### src/rtl/ov7670_init_sequencer.sv
// ov7670_init_sequencer: OV7670 power-on sequencing and command-ROM loader; define OV7670_DELAY_CMD_EN for F0nn delay pseudo-commands
module ov7670_init_sequencer #(
  parameter int CLKS_PER_MS  = 50000,
  parameter int PWR_WAIT_MS  = 1,
  parameter int RST_PULSE_MS = 1,
  parameter int RST_WAIT_MS  = 10,
  parameter int ROM_AW       = 8,
  parameter int AUTO_START   = 1
) (
  input  logic              clk,
  input  logic              rst,
  input  logic              resend,
  output logic [ROM_AW-1:0] rom_addr,
  input  logic [15:0]       rom_data,
  output logic              i2c_send,
  output logic [7:0]        i2c_register,
  output logic [7:0]        i2c_value,
  input  logic              i2c_taken,
  output logic              cam_pwdn,
  output logic              cam_reset_n,
  output logic              busy,
  output logic              config_finished,
  output logic              rom_overflow
);
  localparam int PW = CLKS_PER_MS > 1 ? $clog2(CLKS_PER_MS) : 1;
  typedef enum logic [3:0] {
    IDLE, PWR_WAIT, RST_PULSE, RST_WAIT, FETCH, DECODE, SEND,
`ifdef OV7670_DELAY_CMD_EN
    DELAY,
`endif
    DONE
  } state_t;
  state_t state, state_n;
  logic [PW-1:0] pre;
  logic [7:0] ms, ms_len, reg_n, val_n;
  logic [ROM_AW-1:0] addr_n;
  logic auto_go, tick_done, adv, ovf_n;
`ifdef OV7670_DELAY_CMD_EN
  logic [7:0] dly, dly_n;
`endif
  assign ms_len = state == PWR_WAIT  ? 8'(PWR_WAIT_MS) :
                  state == RST_PULSE ? 8'(RST_PULSE_MS) :
                  state == RST_WAIT  ? 8'(RST_WAIT_MS) :
`ifdef OV7670_DELAY_CMD_EN
                  state == DELAY     ? dly :
`endif
                  8'd0;
  // a zero-length interval completes on its first cycle
  assign tick_done = ms_len == 8'd0 || (ms == ms_len - 8'd1 && pre == PW'(CLKS_PER_MS - 1));
  always_comb begin
    state_n = state;
    addr_n = rom_addr;
    reg_n = i2c_register;
    val_n = i2c_value;
    ovf_n = rom_overflow;
    adv = 1'b0;
`ifdef OV7670_DELAY_CMD_EN
    dly_n = dly;
`endif
    case (state)
      IDLE:      if (resend || auto_go) state_n = PWR_WAIT;
      PWR_WAIT:  if (tick_done) state_n = RST_PULSE;
      RST_PULSE: if (tick_done) state_n = RST_WAIT;
      RST_WAIT: begin
        if (tick_done) begin
          state_n = FETCH;
          addr_n = '0;
        end
      end
      FETCH:     state_n = DECODE;
      DECODE: begin
        if (rom_data == 16'hFFFF) state_n = DONE;
`ifdef OV7670_DELAY_CMD_EN
        else if (rom_data[15:8] == 8'hF0) begin
          adv = rom_data[7:0] == 8'd0;
          state_n = adv ? state : DELAY;
          dly_n = rom_data[7:0];
        end
`endif
        else begin
          state_n = SEND;
          reg_n = rom_data[15:8];
          val_n = rom_data[7:0];
        end
      end
      SEND:      adv = i2c_taken;
`ifdef OV7670_DELAY_CMD_EN
      DELAY:     adv = tick_done;
`endif
      DONE: begin
        if (resend) begin
          state_n = PWR_WAIT;
          ovf_n = 1'b0;
        end
      end
      default:   state_n = IDLE;
    endcase
    if (adv) begin
      state_n = &rom_addr ? DONE : FETCH;
      ovf_n = rom_overflow | (&rom_addr);
      addr_n = &rom_addr ? rom_addr : rom_addr + 1'b1;
    end
  end
  always_ff @(posedge clk) begin
    if (rst || state_n != state) begin
      pre <= '0;
      ms <= '0;
    end else if (pre == PW'(CLKS_PER_MS - 1)) begin
      pre <= '0;
      ms <= ms + 8'd1;
    end else begin
      pre <= pre + 1'b1;
    end
  end
  always_ff @(posedge clk) begin
    if (rst) begin
      state <= IDLE;
      auto_go <= AUTO_START != 0;
      rom_addr <= '0;
      i2c_send <= 1'b0;
      i2c_register <= 8'd0;
      i2c_value <= 8'd0;
      cam_pwdn <= 1'b1;
      cam_reset_n <= 1'b0;
      busy <= 1'b0;
      config_finished <= 1'b0;
      rom_overflow <= 1'b0;
    end else begin
      state <= state_n;
      auto_go <= 1'b0;
      rom_addr <= addr_n;
      i2c_send <= state_n == SEND;
      i2c_register <= reg_n;
      i2c_value <= val_n;
      cam_pwdn <= state_n == IDLE || state_n == PWR_WAIT;
      cam_reset_n <= !(state_n == IDLE || state_n == PWR_WAIT || state_n == RST_PULSE);
      busy <= !(state_n == IDLE || state_n == DONE);
      config_finished <= state_n == DONE;
      rom_overflow <= ovf_n;
    end
  end
`ifdef OV7670_DELAY_CMD_EN
  always_ff @(posedge clk) dly <= rst ? 8'd0 : dly_n;
`endif
endmodule
### config.mk
export PLATFORM = sky130hd
export DESIGN_NAME = ov7670_init_sequencer
export DESIGN_NICKNAME = d
export VERILOG_FILES = /design/src/rtl/ov7670_init_sequencer.sv
export SDC_FILE = /design/constraint.sdc
export NUM_CORES = 1
export LEC_CHECK = 0
export CAP_MARGIN = 20
export CORE_MARGIN = 4
export CORE_UTILIZATION = 58
export CTS_BUF_LIST = sky130_fd_sc_hd__clkbuf_4
export DETAILED_ROUTE_END_ITERATION = 12
export PLACE_DENSITY = 0.87
export SETUP_SLACK_MARGIN = 0.2
export SLEW_MARGIN = 10
export SYNTH_ARGS = -nofsm -noshare
export SYNTH_HDL_FRONTEND = slang
export SYNTH_SLANG_ARGS = --single-unit
export TNS_END_PERCENT = 30
### constraint.sdc
create_clock -name clk -period 5.1 [get_ports clk]
set_clock_uncertainty 0.05 [all_clocks]
set_input_delay 0.765 -clock clk [delete_from_list [all_inputs] [get_ports clk]]
set_output_delay 0.765 -clock clk [all_outputs]
set_load 0.03 [all_outputs]
==> results by group <==
Outcome
  • Outcome: finished clean

Setup path
  • Crit path capture type: flip-flop
  • R2r setup slk: 1680 ps
  • Arr. time, crit path: 3690 ps
  • Critical Path RT: 5360 ps
  • Path depth of the worst reg2reg path: 10
  • CP max stage cell: dfxtp_1
  • RR Endpoint: pre[1]
  • Crit path buffers/inverters: 0
  • Startpoint types: flip-flop
  • FF-to-FF Start: state[1]
  • Worst path cell trace: nor2b_1 > o21ai_0 > ha_1 > xnor2_1 > nor4_4 > a31oi_1 > nor2_1 > or4_1 > a211o_4 > nor3b_1
  • CP Class: flip-flop to flip-flop
  • Launch point of the worst path: state[1]
  • Max stage delay on crit path: 620 ps
  • Crit-path max FO: 24
  • CP top delay family: simple AND/OR/NAND/NOR gates

Clocking
  • CTS Root Cell: clkbuf_4
  • Resized cells post-CTS: 0
  • CTS tree: done
  • # H-tree levels: 3
  • Max clock buf depth: 2
  • CTS clock-pin slew for the worst setup and hold paths: 90 ps
  • Worst skew pair latency: 400 ps
  • Postcts setup bufs: 0
  • Hold Buf Count CTS: 0
  • Sink Count: 59
  • Cts bufs inserted: 9

Place
  • DP HPWL: roughly 4200 µm
  • Gpl congestion: ~0.85
  • Placed Area: 3250 µm²
  • PortBufs: just under 50

Timing
  • Max Transition Viols Final: 0
  • Fmax achieved: 292 MHz
  • Crit share post-route: 0.671
  • Final hold vios: 0
  • Actual slew at the worst max-slew pin: 876 ps
  • RSZ-0062 raised after global routing: false
  • Setup violators final: 0
  • Setup TNS: 0 ps
  • Tmin final: 3420 ps
  • Max_slew headroom: 0.414

Global routing
  • Vias in the first global route: approximately 2100
  • First-pass GRT wire length: between 9000 and 10000 µm
  • Initial antenna violation count: 0
  • GR Overflow Total: 0
  • Gr usage total: 0.207
  • Largest net degree at the start of global routing: 26

Routing
  • Drt initial violations: 165
  • DRT Wirelength: 5940 µm
  • Avg WL per Cell: ~15 µm
  • Via count: 2320
  • Final ANT Viol Nets: 0
  • Vias/cell: about 5.7
  • Residual DRC: 0
  • DR pass1 iterations: 4

Floorplanning
  • Die X: 77.0 µm
  • Initial Util: 0.617
  • Die Span Y: 77.0 µm
  • Core box area: between 4000 and 5000 µm²
  • Die area: 5930 µm²
  • I/O pin count: 50
  • Core Rows: 24

Yosys
  • Top post-synthesis cells by count: dfxtp_1 (59), nor2_1 (53), mux2i_1 (17), xor2_1 (17)
  • Post-Syn Area: between 2000 and 3000 µm²
  • XOR/XNOR Fraction of Synth Area: 0.0919
  • Synthesized net count: between 300 and 400
  • Post-synthesis compound-gate area fraction: 0.0765
  • Avg Cell Area, Syn: 9.12 µm²
  • Register area share after synthesis: 0.428
  • Synthesized instance count: 303
  • Synth top area cells: dfxtp_1 (43%), nor2_1 (7.2%), mux2i_1 (6.2%)
  • Synth warnings: 0
  • Count leader, synth: dfxtp_1
  • Register bit total from synthesis: 59
  • EDFF count, synth: 0
  • Post-synthesis mux area share: 0.0657
  • Largest family of logic cells by synthesized area: simple AND/OR/NAND/NOR gates
  • Fraction of the mapped netlist area in adder cells: 0.0226
  • Async set-reset flop share out of synthesis: 0
  • Post-synth top flop: dfxtp_1
  • Area leader, netlist: dfxtp_1
  • Library cells used by synthesis: 51
  • Simple-gate portion of the synthesized area: 0.280
  • Synth top area share: 0.428

Min path
  • Hold Path End: pre[0]
  • Worst hold start: pre[0]
  • Hold Path Class: flip-flop to flip-flop
  • Hold-critical path depth: 1

Power
  • Worst VDD drop: about 170 µV
  • Net Sw Frac: 0.244
  • Power density of the placed cells: 233 nW/µm²
  • Power Internal: just under 0.0006 W
  • Gate power share: 0.063
  • Net switching power: between 0.00015 and 0.0002 W
  • Clk pwr share: 0.339
  • Seq pwr share: 0.598
  • Leak: 1.16 nW

Final layout
  • Nets@finish: roughly 370
  • Share of cells above drive strength 1: 0.0734
  • ANT cells: 0
  • Finished Cell Area: 3350 µm²
  • Area Overhead vs Synth: 21.3%

Flow run
  • Maximum Capacitance Violations: 0
[layout make-up]
class | count | area (µm²)
Clock buffer | 11 | 82.6
Clock inverter | 5 | 20.0
Fill cell | 313 | 1120
Inverter | 5 | 18.8
Multi-Input combinational cell | 224 | 1490
Sequential cell | 59 | 1180
Tap cell | 52 | 65.1
Timing Repair Buffer | 50 | 498
[per-layer routing]
| metal | vias to the layer above | track usage | wire, µm |
|---|---|---|---|
| met3 | 14 | 0.0398 | 201 |
| met2 | 62 | 0.310 | 2700 |
| met5 | - | 0 | 0 |
| met4 | 0 | 0.0979 | 150 |
| li1 | 1158 | - | - |
| met1 | 1086 | 0.288 | 2890 |
[sequential cells by signal (all words and copies together) (netlist names)]
register	cells
pre	16
i2c_register	8
i2c_value	8
ms	8
rom_addr	8
state	4
auto_go	1
busy	1
cam_pwdn	1
cam_reset_n	1
config_finished	1
i2c_send	1
rom_overflow	1
[stage by stage]
| stage | hold WS, ps | total power, W | cells | utilization | setup slack, ps |
|---|---|---|---|---|---|
| CTS | 428 | 0.000787 | 406 | 0.749 | 1730 |
| floorplan | 380 | 0.000505 | 303 | - | 2110 |
| global placement | 405 | 0.000526 | 390 | 0.726 | 1940 |
| global route | 441 | 0.000816 | 406 | 0.749 | 1440 |
| finish | 429 | 0.000783 | 406 | 0.749 | 1680 |
| detailed placement | 414 | 0.000527 | 390 | 0.726 | 1760 |
[layout by cell type (no fill, tap or decap), drive strengths merged, types with 2 or more instances in the layout]
| master | instances |
|---|---|
| a21oi | 5 |
| a31oi | 3 |
| and2 | 3 |
| and3 | 6 |
| and4 | 6 |
| and4b | 2 |
| clkbuf | 11 |
| clkdlybuf4s50 | 49 |
| clkinv | 5 |
| dfxtp | 59 |
| ha | 5 |
| inv | 5 |
| mux2i | 17 |
| nand2 | 12 |
| nand2b | 4 |
| nand3 | 12 |
| nand4 | 11 |
| nor2 | 53 |
| nor2b | 7 |
| nor3 | 11 |
| nor3b | 2 |
| nor4 | 4 |
| o21ai | 8 |
| or2 | 2 |
| or3 | 2 |
| or4 | 2 |
| xnor2 | 12 |
| xor2 | 17 |
[cell families after synthesis]
group                    Yosys count
AO/OA/AOI/OAI                     30
multiplexers                      18
other                              1
AND/OR/NAND/NOR                  141
XOR/XNOR                          29
buffers and inverters             20
adder cells (fa/ha/maj)            5
flip-flops                        59
[worst max path at each step]
stage	endpoint	slack (ps)	cells after the start
after floorplan	pre[4]	2110	15
after global placement	pre[1]	1940	10
after detailed placement	pre[1]	1760	10
after CTS	pre[1]	1730	10
after global routing	pre[1]	1440	10
final	pre[1]	1680	10
[power by group through the flow]
stage	combinational [W]	clock [W]	sequential, W
4_1_cts	0.0000494	0.000269	0.000468
3_3_place_gp	0.0000481	0	0.000478
6_report	0.0000495	0.000265	0.000468
2_1_floorplan	0.0000279	0	0.000477
3_5_place_dp	0.0000489	0	0.000478
5_1_grt	0.0000539	0.000293	0.000469
(Power assumes the default switching activity.)
